**config.mk**
```make
export PLATFORM = sky130hd
export DESIGN_NAME = lif_step_scheduler
export DESIGN_NICKNAME = d
export VERILOG_FILES = /design/src/rtl/lif_step_scheduler.sv
export SDC_FILE = /design/constraint.sdc
export NUM_CORES = 1
export LEC_CHECK = 0
export ABC_AREA = 1
export BUFFER_PORTS_ARGS = -buffer_cell sky130_fd_sc_hd__buf_2
export CELL_PAD_IN_SITES_DETAIL_PLACEMENT = 0
export CELL_PAD_IN_SITES_GLOBAL_PLACEMENT = 2
export CORE_ASPECT_RATIO = 0.6
export CORE_MARGIN = 3
export CORE_UTILIZATION = 37
export DETAILED_ROUTE_END_ITERATION = 8
export PLACE_DENSITY_LB_ADDON = 0.1
export SLEW_MARGIN = 20
export SYNTH_ARGS = -nofsm -noshare
export SYNTH_HDL_FRONTEND = slang
export SYNTH_SLANG_ARGS = --single-unit
```
**constraint.sdc**
```tcl
create_clock -name clk -period 5.6 [get_ports clk]
set_clock_uncertainty 0.15 [all_clocks]
set_input_delay 0.56 -clock clk [delete_from_list [all_inputs] [get_ports clk]]
set_output_delay 0.56 -clock clk [all_outputs]
set_load 0.1 [all_outputs]
```
**src/rtl/lif_step_scheduler.sv**
```systemverilog
`timescale 1ns/1ps
`default_nettype none
// ============================================================================
// lif_step_scheduler : one shared leak/integrate/fire datapath swept over N
// neurons per step request; spikes leave as neuron-ID events (valid/ready).
// Revision: 1.0
// ============================================================================
module lif_step_scheduler #(
    parameter  int N          = 4,
    parameter  int W          = 8,
    parameter  int THRESH     = 200,
    parameter  int LEAK_SHIFT = 1,
    parameter  int REFRAC     = 2,
    localparam int IW         = $clog2(N)
) (
    input  logic          clk,
    input  logic          rst,
    input  logic          cur_we,
    input  logic [IW-1:0] cur_addr,
    input  logic [W-1:0]  cur_data,
    input  logic          step,
    output logic          busy,
    output logic          done,
    output logic          spk_valid,
    output logic [IW-1:0] spk_id,
    input  logic          spk_ready,
    output logic [7:0]    step_spikes,
    input  logic [IW-1:0] rd_addr,
    output logic [W-1:0]  rd_state
);

    localparam logic [W-1:0]  c_thresh = W'(THRESH);
    localparam logic [3:0]    c_refrac = 4'(REFRAC);
    localparam logic [IW-1:0] c_last   = IW'(N - 1);

    typedef enum logic [1:0] {
        S_IDLE   = 2'd0,
        S_UPDATE = 2'd1,
        S_EMIT   = 2'd2,
        S_DONE   = 2'd3
    } state_t;

    state_t         r_state;
    logic [IW-1:0]  r_idx;
    logic [7:0]     r_count;
    logic [W-1:0]   r_v    [N];
    logic [W-1:0]   r_cur  [N];
    logic [3:0]     r_refr [N];

    logic [W-1:0]   w_v_sel;
    logic [W-1:0]   w_cur_sel;
    logic [3:0]     w_refr_sel;
    logic [W-1:0]   w_leaked;
    logic [W:0]     w_sum;
    logic [W-1:0]   w_sat;
    logic           w_fire;
    logic           w_last;

    // Operand select for the neuron under update; loop mux keeps every index in range.
    always_comb begin
        w_v_sel    = '0;
        w_cur_sel  = '0;
        w_refr_sel = '0;
        for (int i = 0; i < N; i++) begin
            if (r_idx == IW'(i)) begin
                w_v_sel    = r_v[i];
                w_cur_sel  = r_cur[i];
                w_refr_sel = r_refr[i];
            end
        end
    end

    always_comb begin
        w_leaked = w_v_sel - (w_v_sel >> LEAK_SHIFT);
        w_sum    = {1'b0, w_leaked} + {1'b0, w_cur_sel};
        w_sat    = w_sum[W] ? {W{1'b1}} : w_sum[W-1:0];
        w_fire   = (w_sat >= c_thresh);
        w_last   = (r_idx == c_last);
    end

    always_comb begin
        rd_state = '0;
        for (int i = 0; i < N; i++) begin
            if (rd_addr == IW'(i)) begin
                rd_state = r_v[i];
            end
        end
    end

    // Current registers are writable in every state; the sweep samples the
    // pre-edge value, so a same-cycle write lands for the next step.
    always_ff @(posedge clk or posedge rst) begin
        if (rst) begin
            for (int i = 0; i < N; i++) begin
                r_cur[i] <= '0;
            end
        end else if (cur_we) begin
            for (int i = 0; i < N; i++) begin
                if (cur_addr == IW'(i)) begin
                    r_cur[i] <= cur_data;
                end
            end
        end
    end

    always_ff @(posedge clk or posedge rst) begin
        if (rst) begin
            r_state     <= S_IDLE;
            r_idx       <= '0;
            r_count     <= '0;
            busy        <= 1'b0;
            done        <= 1'b0;
            spk_valid   <= 1'b0;
            spk_id      <= '0;
            step_spikes <= '0;
            for (int i = 0; i < N; i++) begin
                r_v[i]    <= '0;
                r_refr[i] <= '0;
            end
        end else begin
            case (r_state)
                S_IDLE: begin
                    r_idx   <= '0;
                    r_count <= '0;
                    if (step) begin
                        r_state <= S_UPDATE;
                        busy    <= 1'b1;
                    end
                end

                S_UPDATE: begin
                    if (w_refr_sel != 4'd0) begin
                        r_refr[r_idx] <= w_refr_sel - 4'd1;
                        r_v[r_idx]    <= '0;
                    end else if (w_fire) begin
                        r_v[r_idx]    <= '0;
                        r_refr[r_idx] <= c_refrac;
                    end else begin
                        r_v[r_idx]    <= w_sat;
                    end

                    if ((w_refr_sel == 4'd0) && w_fire) begin
                        r_state   <= S_EMIT;
                        spk_valid <= 1'b1;
                        spk_id    <= r_idx;
                    end else if (w_last) begin
                        r_state     <= S_DONE;
                        done        <= 1'b1;
                        step_spikes <= r_count;
                    end else begin
                        r_idx <= r_idx + IW'(1);
                    end
                end

                S_EMIT: begin
                    if (spk_ready) begin
                        spk_valid <= 1'b0;
                        r_count   <= r_count + 8'd1;
                        if (w_last) begin
                            r_state     <= S_DONE;
                            done        <= 1'b1;
                            step_spikes <= r_count + 8'd1;
                        end else begin
                            r_state <= S_UPDATE;
                            r_idx   <= r_idx + IW'(1);
                        end
                    end
                end

                S_DONE: begin
                    r_state <= S_IDLE;
                    done    <= 1'b0;
                    busy    <= 1'b0;
                end

                default: begin
                    r_state <= S_IDLE;
                    busy    <= 1'b0;
                    done    <= 1'b0;
                end
            endcase
        end
    end

endmodule
`default_nettype wire

```
After elaboration in Yosys (flattened, before gate mapping):

Cells that the tools add are included.

* register bits: 105
* word-level logic and storage cells: 133
* input port bits: 17
* output and inout bits: 21

* equal/unequal tests: 19
* reduce and logical (&&, ||, !) cells: 27
* bitwise operators: 6
* order comparisons: 3
* add/sub/neg operators: 5
* muxes and demuxes: 53

Operators by type and width (count)
* $mux W8: 19
* $mux W32: 2
* $and A32 B32 Y32: 1
* $bwmux W32: 1
* $mux W16: 2
* $not A32 Y32: 1
* $pmux W8 S2: 2
* $mux W4: 5
* $bwmux W16: 1
* $demux W8 S2: 1
* $eq A2 B2 Y1 const B: 8
* $mux W2: 8
* $reduce_and A2 Y1: 8
* $and A12 B12 Y12: 1
* $ne A2 B2 Y1 const B: 6
* $not A12 Y12: 1
* $reduce_and A3 Y1: 4
* $add A8 B8 Y9: 1
* $add A8 B1 Y8 const B: 1
* $demux W4 S2: 1
* $eq A2 B1 Y1 const B: 4
* $ge A8 B8 Y1 const B: 1
* $logic_not A2 Y1: 4
* $pmux W2 S4: 1
* 18 further kinds: 29

Logic depth before layout (Yosys ltp):

* word-level depth: 12
* depth in mapped cells: 33
* depth with buffers taken out: 30

Least setup slack after synthesis:

No wires, ideal clock.

* path type: reg2reg
* start: reg r_idx[0]
* end: reg r_v[16] (netlist bit)
* data arrival time: 3.950 ns
* stages on the path, launching flop included: 26
* slack: 1.362 ns
* cell sequence: dfrtp_1 ha_1 buf_2 buf_4 clkbuf_1 a21oi_1 a22oi_1 inv_1 ha_1 fa_1 o211ai_1 nand3_1 nand2_1 inv_1 ha_1 nand2_1 nor2_1 a21oi_4 nand3_2 nand2_1 inv_2 nand2_4 nand2_4 buf_12 buf_8 o22ai_2

* longest elaborated chain between the ends: 11
* elaborated cells between the ends (all ways): 32
* those cells by class: add/sub (2); order compare (3); eq/ne (3); mux (18); bitwise (3); reduce/logical (3)

Ends and longest elaborated chain
* start, declared: line 44 `logic [IW-1:0] r_idx;`
* start signal, assigned: line 151 `r_idx <= r_idx + IW'(1);`
* start signal, assigned: line 165 `r_idx <= r_idx + IW'(1);`
* $logic_not A2 Y1: line 65 `if (r_idx == IW'(i)) begin`
* $mux W8 (4 in series): line 65
* $sub A8 B7 Y8: line 74 `w_leaked = w_v_sel - (w_v_sel >> LEAK_SHIFT);`
* $add A8 B8 Y9: line 75 `w_sum = {1'b0, w_leaked} + {1'b0, w_cur_sel};`
* $mux W8: line 76 `w_sat = w_sum[W] ? {W{1'b1}} : w_sum[W-1:0];`
* $ge A8 B8 Y1 / $bwmux W32 (equally long branches): line 77, 139
* $mux W32: line 135 `end else if (w_fire) begin`
* $mux W32 (*): line 132 `if (w_refr_sel != 4'd0) begin`
* end signal, assigned by index: line 139 `r_v[r_idx] <= w_sat;`
* end, declared: line 46 `logic [W-1:0] r_v [N];`

Every way passes the cells marked *; elsewhere a longest branch is shown, timed or not.
A chain may end at the register's enable or synchronous reset.

Worst setup path in the final report:

* start: reg r_idx[0]
* end: reg r_v[23] (netlist bit)

Same word-level chain as after synthesis.

==> run_results.csv <==
group,metric,value,unit
clock_tree,cts_hold_buf,0,
worst_setup_path,timing.critical_path.mode_cell,"inv_1",
route,drtPass1Iterations,5,
floorplanning,core,0.0173,mm2
synth,synth.distinct_cells,49,
floorplanning,initial_core_util,38.1,%
global_route,grt_pass1_wl,30.0,mm
global_route,grt_usage,20.0,%
sta,max_freq,195,MHz
final_layout,nFillCells,1780,
route,vias_per_cell,5.10,
clock_tree,cts_root_buf,"clkbuf_16",
synth,async_flop_share,100,%
route,wl,18.6,mm
worst_setup_path,reg2reg_depth,23,
floorplanning,die_w,178,um
worst_setup_path,path_cells,"inv_1 -> ha_1 -> inv_1 -> o221ai_1 -> a22oi_1 -> inv_1 -> ha_1 -> fa_1 -> o211ai_1 -> nand3_1 -> nand2_1 -> inv_1 -> ha_1 -> nand2_1 -> nor2_1 -> a21oi_4 -> nand3_2 -> nand2_1 -> inv_2 -> nand2_4 -> nand2_4 -> buf_4 -> o22ai_2",
sta,drv_slew,0,
clock_tree,numCtsBuffers,9,
global_route,grt_start_max_net_pins,61,
final_layout,area_delta_synth_final,9.97,%
synth,ys_ff_latch,105,
place,hpwl,13.7,mm
worst_setup_path,r2r_start,"r_idx[0]",
synth,yosysSeqAreaShare,39.8,%
synth,syn_inst,852,
clock_tree,cts.htree.levels,3,
worst_setup_path,arrival,5190,ps
floorplanning,die_area,0.0195,mm2
route,ant_nets,0,
worst_setup_path,r2r_setup_slack,480,ps
place,portBuffers,37,
worst_setup_path,crit_type,"register to register",
floorplanning,die_height,109,um
worst_setup_path,regToRegEndpoint,"r_v[23]",
route,route.detailed.drc,0,
clock_tree,clock-sinks,105,
worst_setup_path,endpoint_kind,"register",
synth,syn_area,0.00660,mm2
synth,synth_area_per_cell,7.75,um2
status,status,"complete, no violations",
clock_tree,cts-resized-gates,0,
sta,hold_violations,0,
sta,worst_slew_pin_slew,824,ps
global_route,grt_overflow,0,
clock_tree,clk_latency,360,ps
synth,ys.flop_type,"dfrtp_1",
synth,syn-num-nets,897,
route,vias,5705,
sta,period_needed,5120,ps
sta,rsz0062_at_grt,"no",
worst_setup_path,crit_path_top_delay_cell,"nand2_4",
global_route,grt_pass1_vias,5285,
clock_tree,cts_buffer_depth,2,
floorplanning,rows,37,
route,routedWlPerCell,16.6,um
synth,yosysWarnings,0,
final_layout,nNetsFinal,925,
sta,period_share,91.4,%
synth,synth-edff-count,0,
clock_tree,cts_tree,"built",
global_route,antenna_found_initial,0,
sta,slew_headroom,45.0,%
final_layout,drive_above_1_share,14.7,%
place,gp_congestion,0.868,
worst_hold_path,hold_class,"input pin to async pin",
worst_setup_path,critPathLaunchType,"register",
clock_tree,post-cts-setup-buffers,0,
final_layout,insertedDiodeCount,0,
worst_setup_path,required,5670,ps
sta,setup_viol,0,
clock_tree,clk_pin_slew,80,ps
worst_setup_path,path_max_fanout,42,
worst_setup_path,critPathLaunch,"r_idx[0]",
worst_setup_path,critPathMaxStageDelay,450,ps
run,cap_viol_max_count,0,
floorplanning,ios,38,
route,drt_iter0_markers,491,
sta,tns,0,ps
==> how the worst max path moves through the flow <==
stage	endpoint	slack (ps)	depth (start not counted)
after global placement	r_v[0]	540	23
after floorplan	r_v[16]	1360	25
after CTS	r_v[23]	450	23
after global routing	r_v[23]	60	23
after detailed placement	r_v[0]	480	23
final	r_v[23]	480	23
==> critical path, delay by kind of cell (launching register included) <==
family | cells | cell delay [ps]
compound gates | 5 | 890
fa+ha+maj | 4 | 1290
buf+inv | 6 | 980
flops | 1 | 430
simple gates | 8 | 1220
==> cell usage in the layout (no fill, tap or decap), types with 4 or more instances in the layout <==
master and count:
nand3_4 4, o211ai_1 4, inv_1 112, a22o_1 4, dfrtp_1 105, nand4_1 21
buf_2 37, buf_4 14, o21ai_0 72, nor2_1 35, a21oi_1 45, a22oi_1 7
ha_1 26, o221ai_1 4, clkbuf_16 9, nand2_2 7, inv_2 7, o22ai_2 20
o21ai_2 6, nand2_1 249, nand3_1 34, o21ai_1 10, o22ai_1 9
==> sequential cells by signal, summed over array words and instances (netlist names) <==
register	cells
busy	1
done	1
r_count	8
r_cur	32
r_idx	2
r_refr	16
r_state	2
r_v	32
spk_id	2
spk_valid	1
step_spikes	8
==> cell type report <==
| type | instances | area (um2) | share of cell area [%] |
|---|---|---|---|
| Multi-Input combinational cell | 592 | 3300 | 45.4 |
| Inverter | 121 | 459 | 6.32 |
| Clock buffer | 9 | 225 | 3.10 |
| Timing Repair Buffer | 51 | 290 | 4.00 |
| Tap cell | 234 | 293 | 4.03 |
| Sequential cell | 105 | 2630 | 36.2 |
| Clock inverter | 7 | 71.3 | 0.982 |
==> cell families after synthesis <==
| logic type | after synthesis | synth area share (%) |
|---|---|---|
| AOI/OAI and AO/OA | 195 | 19.3 |
| and+or+nand+nor | 366 | 24.6 |
| xor gates and xnor gates | 3 | 0.398 |
| adders and majority gates | 28 | 5.53 |
| DFF | 105 | 39.8 |
| buffers and inverters | 155 | 10.3 |
==> synthesized netlist by cell type, drive strengths merged, types with 4 or more instances <==
master  count  share of area (%)
nor2       38                2.3
nand2     259                 15
dfrtp     105                 40
o21ai      88                7.0
o22ai      29                4.6
buf        20                2.6
a22oi       7               0.80
nand4      22                2.3
inv       121                6.9
nand3      41                4.1
clkbuf     14               0.80
a22o        4               0.53
a21oi      47                3.8
o221ai      4               0.53
ha         26                4.9
o211ai      5               0.64
==> per-layer routing <==
layer / vias to the layer above / GRT usage [%] / part of all wire [%]
met5: - / 0 / 0
met4: 0 / 3.22 / 0.50
met3: 7 / 3.28 / 4.3
met2: 116 / 27.5 / 40
met1: 2723 / 32.6 / 55
li1: 2859 / - / -
==> through the flow <==
stage | instances | setup slack, ps | utilization (%) | hold slack, ps | cell area [um2]
finish | 1119 | 481 | 41.9 | 188 | 7260
global route | 1119 | 55.6 | 41.9 | 253 | 7260
CTS | 1119 | 447 | 41.9 | 216 | 7260
detailed placement | 1103 | 476 | 40.2 | 306 | 6970
global placement | 1103 | 542 | 40.2 | 299 | 6970
floorplan | 852 | 1360 | - | 284 | 6600
Power is left out: the tool's default activity adds up to more than one toggle a clock period on the data nets, which glitch-free logic cannot reach.
